===== src/rtl/lane_stripe_ctrl.sv =====
// lane_stripe_ctrl: collects a valid-qualified byte stream into groups of four
// and launches each group onto four aligned lane outputs in one cycle. A
// partial group at end of stream is padded with PAD_BYTE and flushed.
//
// Handshake: the input side is valid-only with no backpressure. A byte is
// consumed on every rising edge where valid=1; there is no ready signal because
// the block always accepts one byte per cycle. valid=0 while a group is
// partially filled terminates that group with a flush launch.
module lane_stripe_ctrl #(
  parameter logic [7:0] PAD_BYTE = 8'hF7,
  parameter int         CNT_W    = 16
) (
  input  logic             clk,
  input  logic             reset,
  input  logic [7:0]       in,
  input  logic             valid,
  output logic [7:0]       out0,
  output logic [7:0]       out1,
  output logic [7:0]       out2,
  output logic [7:0]       out3,
  output logic [3:0]       validout,
  output logic [1:0]       sel,
  output logic             busy,
  output logic [CNT_W-1:0] group_cnt,
  output logic [CNT_W-1:0] pad_cnt,
  output logic             state_dbg
);

  typedef enum logic {
    IDLE = 1'b0,
    FILL = 1'b1
  } state_t;

  state_t     state;
  logic [7:0] s0;
  logic [7:0] s1;
  logic [7:0] s2;

  // Raw FSM state for observation; busy carries the same information registered.
  assign state_dbg = state;

  // Group sequencer: staging writes, full/flush launches and counters.
  always_ff @(posedge clk) begin
    if (reset) begin
      state     <= IDLE;
      s0        <= 8'h00;
      s1        <= 8'h00;
      s2        <= 8'h00;
      out0      <= 8'h00;
      out1      <= 8'h00;
      out2      <= 8'h00;
      out3      <= 8'h00;
      validout  <= 4'b0000;
      sel       <= 2'd0;
      busy      <= 1'b0;
      group_cnt <= '0;
      pad_cnt   <= '0;
    end else begin
      // validout is a single-cycle pulse; only a launch raises it.
      validout <= 4'b0000;
      case (state)
        IDLE: begin
          if (valid) begin
            s0    <= in;
            sel   <= 2'd1;
            state <= FILL;
            busy  <= 1'b1;
          end
        end
        FILL: begin
          if (valid) begin
            if (sel == 2'd3) begin
              // Fourth byte bypasses staging and lands directly on lane 3.
              out0      <= s0;
              out1      <= s1;
              out2      <= s2;
              out3      <= in;
              validout  <= 4'b1111;
              group_cnt <= group_cnt + CNT_W'(1);
              sel       <= 2'd0;
            end else begin
              case (sel)
                2'd0:    s0 <= in;
                2'd1:    s1 <= in;
                default: s2 <= in;
              endcase
              sel <= sel + 2'd1;
            end
          end else begin
            // End of stream: flush any partial group, then return to IDLE.
            if (sel != 2'd0) begin
              out0      <= s0;
              out1      <= (sel >= 2'd2) ? s1 : PAD_BYTE;
              out2      <= (sel == 2'd3) ? s2 : PAD_BYTE;
              out3      <= PAD_BYTE;
              case (sel)
                2'd1:    validout <= 4'b0001;
                2'd2:    validout <= 4'b0011;
                default: validout <= 4'b0111;
              endcase
              group_cnt <= group_cnt + CNT_W'(1);
              pad_cnt   <= pad_cnt + CNT_W'(3'd4 - {1'b0, sel});
            end
            sel   <= 2'd0;
            state <= IDLE;
            busy  <= 1'b0;
          end
        end
        default: begin
          state <= IDLE;
          busy  <= 1'b0;
          sel   <= 2'd0;
        end
      endcase
    end
  end

endmodule


===== config.mk =====
export PLATFORM = sky130hd
export DESIGN_NAME = lane_stripe_ctrl
export DESIGN_NICKNAME = d
export VERILOG_FILES = /design/src/rtl/lane_stripe_ctrl.sv
export SDC_FILE = /design/constraint.sdc
export NUM_CORES = 1
export LEC_CHECK = 0
export ABC_AREA = 0
export CORE_MARGIN = 3
export CORE_UTILIZATION = 40
export DETAILED_ROUTE_END_ITERATION = 16
export SLEW_MARGIN = 20
export SYNTH_ARGS = -nofsm -noshare
export SYNTH_HDL_FRONTEND = slang
export SYNTH_SLANG_ARGS = --single-unit

===== constraint.sdc =====
create_clock -name clk -period 2.7 [get_ports clk]
set_input_delay 0.54 -clock clk [delete_from_list [all_inputs] [get_ports clk]]
set_output_delay 0.54 -clock clk [all_outputs]
set_load 0.02 [all_outputs]

==> impl_metrics.ini, run 1 <==
[status]
status = finished clean

[critical_path]
cp_data_required_time_ps = 2990
cp_data_arrival_time_ps = 2800
crit_slowest_cell = or4b_1
cp-end-kind = register
cpMostUsedCell = inv_1
path_delay_family = simple AND/OR/NAND/NOR gates
path_class = reg2reg
cp-start-kind = register
critPathMaxFanout = 12
slowest_delay_ps = 530
crit_chain = inv_1, ha_1, inv_1, fa_1, nor3b_1, a21oi_2, or4b_1, a21oi_1
path_buf_inv = 2

[routing]
vias_per_cell = 5.16
ant_nets = 0
dr.first_iter.drc_count = 141
drc = 0
wire_per_inst_um = 14.7
via_count = 3460
finalWirelength_mm = 9.83
dr.pass1.iters = 4

[logic_synthesis]
synth_cells = 452
yosysMostFrequentCell = dfxtp_1
yosysTopAreaCell = dfxtp_1
ys_top_cells_by_count = dfxtp_1, nand2_1, a21oi_1
synth_nets = 476
synth_seq_area_share_pct = 46.9
ys_ff_latch = 96
yosysWarnings = 0
async_reset_ff_share_pct = 0
avgSynthCellArea_um2 = 9.06
synth_flop_cell = dfxtp_1
synth_edf_count = 0
syn_area_um2 = 4100
synthTopCellsByArea = dfxtp_1, a21oi_1, nand2_1
yosysUniqueCellTypes = 59
synth_top_cell_area_share_pct = 46.9

[cts]
tritoncts = done
numCtsBuffers = 9
clkTransAtPathRegs_ps = 100
cts_max_level = 3
ctsRootBufferMaster = clkbuf_8
postCtsHoldBufs = 0
cts_sinks = 96
clk_latency_ps = 370
cts_buffer_depth = 2

[final_layout]
drive_gt1_share_pct = 10.2
layoutNonFillerInstCount = 670
diodes = 0
fin_util_pct = 52.9
nets = 556
syn_to_final_growth_pct = 27.5

[global_route]
grt_pass1_vias = 3212
overflow = 0
antenna_found_initial = 0
grt_max_degree = 48
grt_pass1_wl_mm = 16.3
grt_usage_pct = 17.6

[job]
drv_cap = 0

[sta]
finalMaxSlewViolations = 0
tns_ps = 0
hold_viol = 0
slew_headroom_pct = 61.2
tightestPinTransition_ps = 579
worst_slack_ps = 193
skew_ps = 13.7
fmax_mhz = 399
period_share_pct = 92.8
rsz0062_at_grt = no
post-route-min-period_ps = 2510
setup_viol = 0

[floorplanning]
fp.dieW_um = 107
die_h_um = 107
num_rows = 36
initial_utilization_pct = 41.5
ios = 83
core_um2 = 9860
die_area_um2 = 11500

[power]
power.total_mw = 2.58
irDropWorstVdd_v = 0.000251
combinationalPowerShare_pct = 9.4
p_leak_nw = 1.78
clock_power_share_pct = 34.1
internal_power_mw = 1.89
swShare_pct = 26.8
seqPwrFrac_pct = 56.5
p_sw_mw = 0.691
powerDensity_nw_per_um2 = 494

[placement]
dpl_worst_slack_ps = 158
hpwlAfterDp_mm = 6.72
place.gp.congestion = 0.849
port_buffers = 82
dp_cells = 654

[min_path]
hold_class = reg2reg
## metrics by stage
step	hold WS, ps	instance area, um^2
2_1_floorplan	430	4100
3_3_place_gp	437	5040
3_5_place_dp	446	5040
4_1_cts	458	5220
5_1_grt	475	5220
6_report	451	5220
## placed cells by master, fill, tap and decap left out, drive strengths merged, types with 5 or more instances in the layout
cell type       n
inv            11
xor2            6
nand2          54
nor3           29
a211oi          6
buf            13
o221a           7
clkbuf         10
or4             5
mux2i           9
mux2            6
ha             12
nand4           7
clkdlybuf4s50  81
o211ai          5
nand3          14
and4            5
o21ai          12
nor2           46
nor2b           8
dfxtp          96
o31ai           6
a21oi          48
or3             8
## kinds of logic after synthesis
kind of cell / count (synthesis) / share of synthesized area [%]
xor gates and xnor gates: 8 / 1.71
buffers and inverters: 35 / 4.34
AOI/OAI and AO/OA: 92 / 14.9
adders and majority gates: 13 / 4.16
and+or+nand+nor: 193 / 24.1
DFF: 96 / 46.9
muxes: 15 / 3.85
## worst reg2reg max path, delay by kind of cell (launching register included)
kind / cells / cell delay, ps
and+or+nand+nor: 2 / 790
adders and majority gates: 2 / 750
DFF: 1 / 440
AOI/OAI and AO/OA: 2 / 280
buffers and inverters: 2 / 200
## final timing paths
kind | startpoint | end | slack [ps] | cells after the start
worst max-delay path | sel[1] | pad_cnt[10] | 190 | 8
worst min-delay path | s0[6] | out0[6] | 450 | 2
worst max register to register | sel[1] | pad_cnt[10] | 190 | 8
worst min register to register | s0[6] | out0[6] | 450 | 2
## power by group through the flow
stage                     registers, mW  clock network, mW  logic, mW
after global placement             1.49                  0      0.240
after global routing               1.46              0.972      0.265
after floorplan                    1.51                  0      0.123
final                              1.46              0.880      0.242
after CTS                          1.46              0.912      0.243
after detailed placement           1.49                  0      0.242
## area by class of cell
cell class	instances	area, um^2
timing repair buffer	94	918
clock buffer	10	128
tap	133	166
inverter	10	37.5
multi-input combinational	321	2000
clock inverter	6	51.3
fill	915	4640
sequential	96	1920
## sequential cells by signal, indices dropped and copies added, names as in the netlist, 2 cells and up
| name | flops |
|---|---|
| validout | 4 |
| out2 | 8 |
| out3 | 8 |
| pad_cnt | 16 |
| s2 | 8 |
| out1 | 8 |
| group_cnt | 16 |
| s1 | 8 |
| sel | 2 |
| s0 | 8 |
| out0 | 8 |
## per-layer routing
layer	vias to the layer above	GRT usage [%]	share of wire (%)	wire length, um
met4	0	6.39	1.4	141
met5	-	0	0	0
met3	12	3.79	4.4	437
li1	1751	-	-	-
met2	70	26.2	45	4450
met1	1627	25.1	49	4800
## repair_timing
item                                    in CTS  in global routing
endpoints found under the setup margin       0                  1
buffers inserted                             0                  0
gates resized for setup                      0                  1
Power figures use the tool's default switching activity.
==> run 2, diff against run 1 <==
SLEW_MARGIN = default   (was 20)
==> results of run 2 <==
The final DEF is identical to that of run 1; final timing and power are the same.
==> run 3, diff against run 2 <==
CORE_UTILIZATION = 46   (was 40)
PLACE_DENSITY = 0.76   (was default)
clock period = 2 ns   (was 2.7 ns; I/O delays follow)
==> run 3 against run 2 <==
Final cell count decreased by 0.60%. Setup slack got worse by 280 ps. Fmax increased by 20%. Sequential cell count unchanged. The flow now finishes with violations (setup timing). Sequential share of layout area decreased by 2.3 points. Critical path depth unchanged. Clock power increased by 43%. Critical path type unchanged. Sequential power increased by 35%. Total power increased by 40%. Highest routed layer unchanged.
==> impl_metrics.ini, run 3 (synthesized netlist as in run 1, its figures left out) <==
[status]
status = finished with violations
violations = setup timing

[floorplanning]
num_rows = 33
core_um2 = 8420
initial_utilization_pct = 48.6
fp.dieW_um = 100
die_h_um = 100
die_area_um2 = 10100
ios = 83

[routing]
vias_per_cell = 5.53
via_count = 3684
drc = 0
dr.first_iter.drc_count = 145
ant_nets = 0
dr.pass1.iters = 5
wire_per_inst_um = 15.5
finalWirelength_mm = 10.3

[sta]
hold_viol = 0
fmax_mhz = 480
rsz0062_at_grt = yes
slew_headroom_pct = 64.7
tns_ps = -451
worst_slack_ps = -84.5
skew_ps = 11.2
period_share_pct = 104
post-route-min-period_ps = 2080
finalMaxSlewViolations = 0
setup_viol = 12
tightestPinTransition_ps = 528

[global_route]
overflow = 0
grt_pass1_vias = 3487
grt_pass1_wl_mm = 16.8
grt_max_degree = 60
grt_usage_pct = 20.8
antenna_found_initial = 0

[critical_path]
path_class = reg2reg
cp_data_arrival_time_ps = 2390
crit_slowest_cell = or4b_1
path_buf_inv = 2
r2r_end = pad_cnt[10]
cp-end-kind = register
cpMostUsedCell = a21oi_2
path_delay_family = adder cells
worst-r2r-cell-count = 8
crit_end = pad_cnt[10]
startpoint = sel[0]
rr_startpoint = sel[0]
critPathMaxFanout = 4
cp_num_cells = 8
crit_chain = inv_4, ha_4, inv_2, fa_2, o21bai_1, a21oi_2, or4b_1, a21oi_2
r2r_slack_ps = -80
cp-start-kind = register
cp_data_required_time_ps = 2310
slowest_delay_ps = 510

[job]
drv_cap = 0

[placement]
place.gp.congestion = 0.814
dpl_worst_slack_ps = -288
hpwlAfterDp_mm = 7.20
port_buffers = 82

[cts]
ctsRootBufferMaster = clkbuf_8
cts_sinks = 96
cts_max_level = 3
numCtsBuffers = 9
postCtsHoldBufs = 0
clkTransAtPathRegs_ps = 100
tritoncts = done
cts_buffer_depth = 2
clk_latency_ps = 370

[power]
powerDensity_nw_per_um2 = 644
p_leak_nw = 1.96
irDropWorstVdd_v = 0.000463
power.total_mw = 3.60

[min_path]
min_from = reset
hold_class = in2reg

[final_layout]
nets = 580
final_cell_mix = dfxtp_1, clkdlybuf4s50_1, nand2_1
fin_util_pct = 66.4
syn_to_final_growth_pct = 36.6
diodes = 0
drive_gt1_share_pct = 18.7
reg.largest.list = group_cnt x16, pad_cnt x16
layout_commonest_cell = dfxtp_1
run 3: cell count changes in the layout (fill, tap and decap cells not counted), sizes merged:
cell,before,now
buf,13,36
clkdlybuf4s15,0,1
clkdlybuf4s50,81,79
clkinv,2,4
clkinvlp,3,0
dlygate4sd2,0,2
inv,11,12
run 3: layer usage:
layer	vias up	share of wire [%]	track usage [%]
li1	1821	-	-
met1	1746	45	27.6
met2	102	48	33.7
met3	15	5.2	3.13
met4	0	2.0	8.81
met5	-	0	0
run 3: timing repair:
action | CTS | global route
setup endpoints to repair | 13 | 20
pin swaps | 8 | 11
setup buffers | 0 | 2
resized for setup | 14 | 18
cloned | 1 | 0
run 3: worst min-delay path by stage:
stage               slack [ps]        end  cells after the start
CTS                        430  state_dbg                      2
global route               470     sel[1]                      2
detailed placement         450      s2[3]                      2
global placement           440    out0[4]                      2
finish                     450  state_dbg                      2
floorplan                  430    out0[0]                      2
run 3: area by class of cell:
type,count,area (um^2)
multi-input combinational,321,2150
clock inverter,6,62.6
fill,696,2830
sequential,96,1930
timing repair buffer,118,1140
inverter,10,42.5
clock buffer,10,138
tap,105,131
run 3: worst reg2reg max path: stages (launching register included):
cell and delay [ps]:
dfxtp_4 380, inv_4 40, ha_4 270, inv_2 50, fa_2 360, o21bai_1 180, a21oi_2 120, or4b_1 510
a21oi_2 130
run 3: power by group:
group / internal [mW] / switching, mW
logic: 0.167 / 0.205
registers: 1.95 / 0.0233
clock network: 0.519 / 0.743
total: 2.63 / 0.970
run 3: through the flow:
stage | area (um^2) | hold WS (ps) | instances
2_1_floorplan | 4150 | 430 | 452
3_5_place_dp | 5250 | 447 | 647
3_3_place_gp | 5250 | 441 | 647
4_1_cts | 5490 | 429 | 664
6_report | 5600 | 446 | 666
5_1_grt | 5600 | 465 | 666
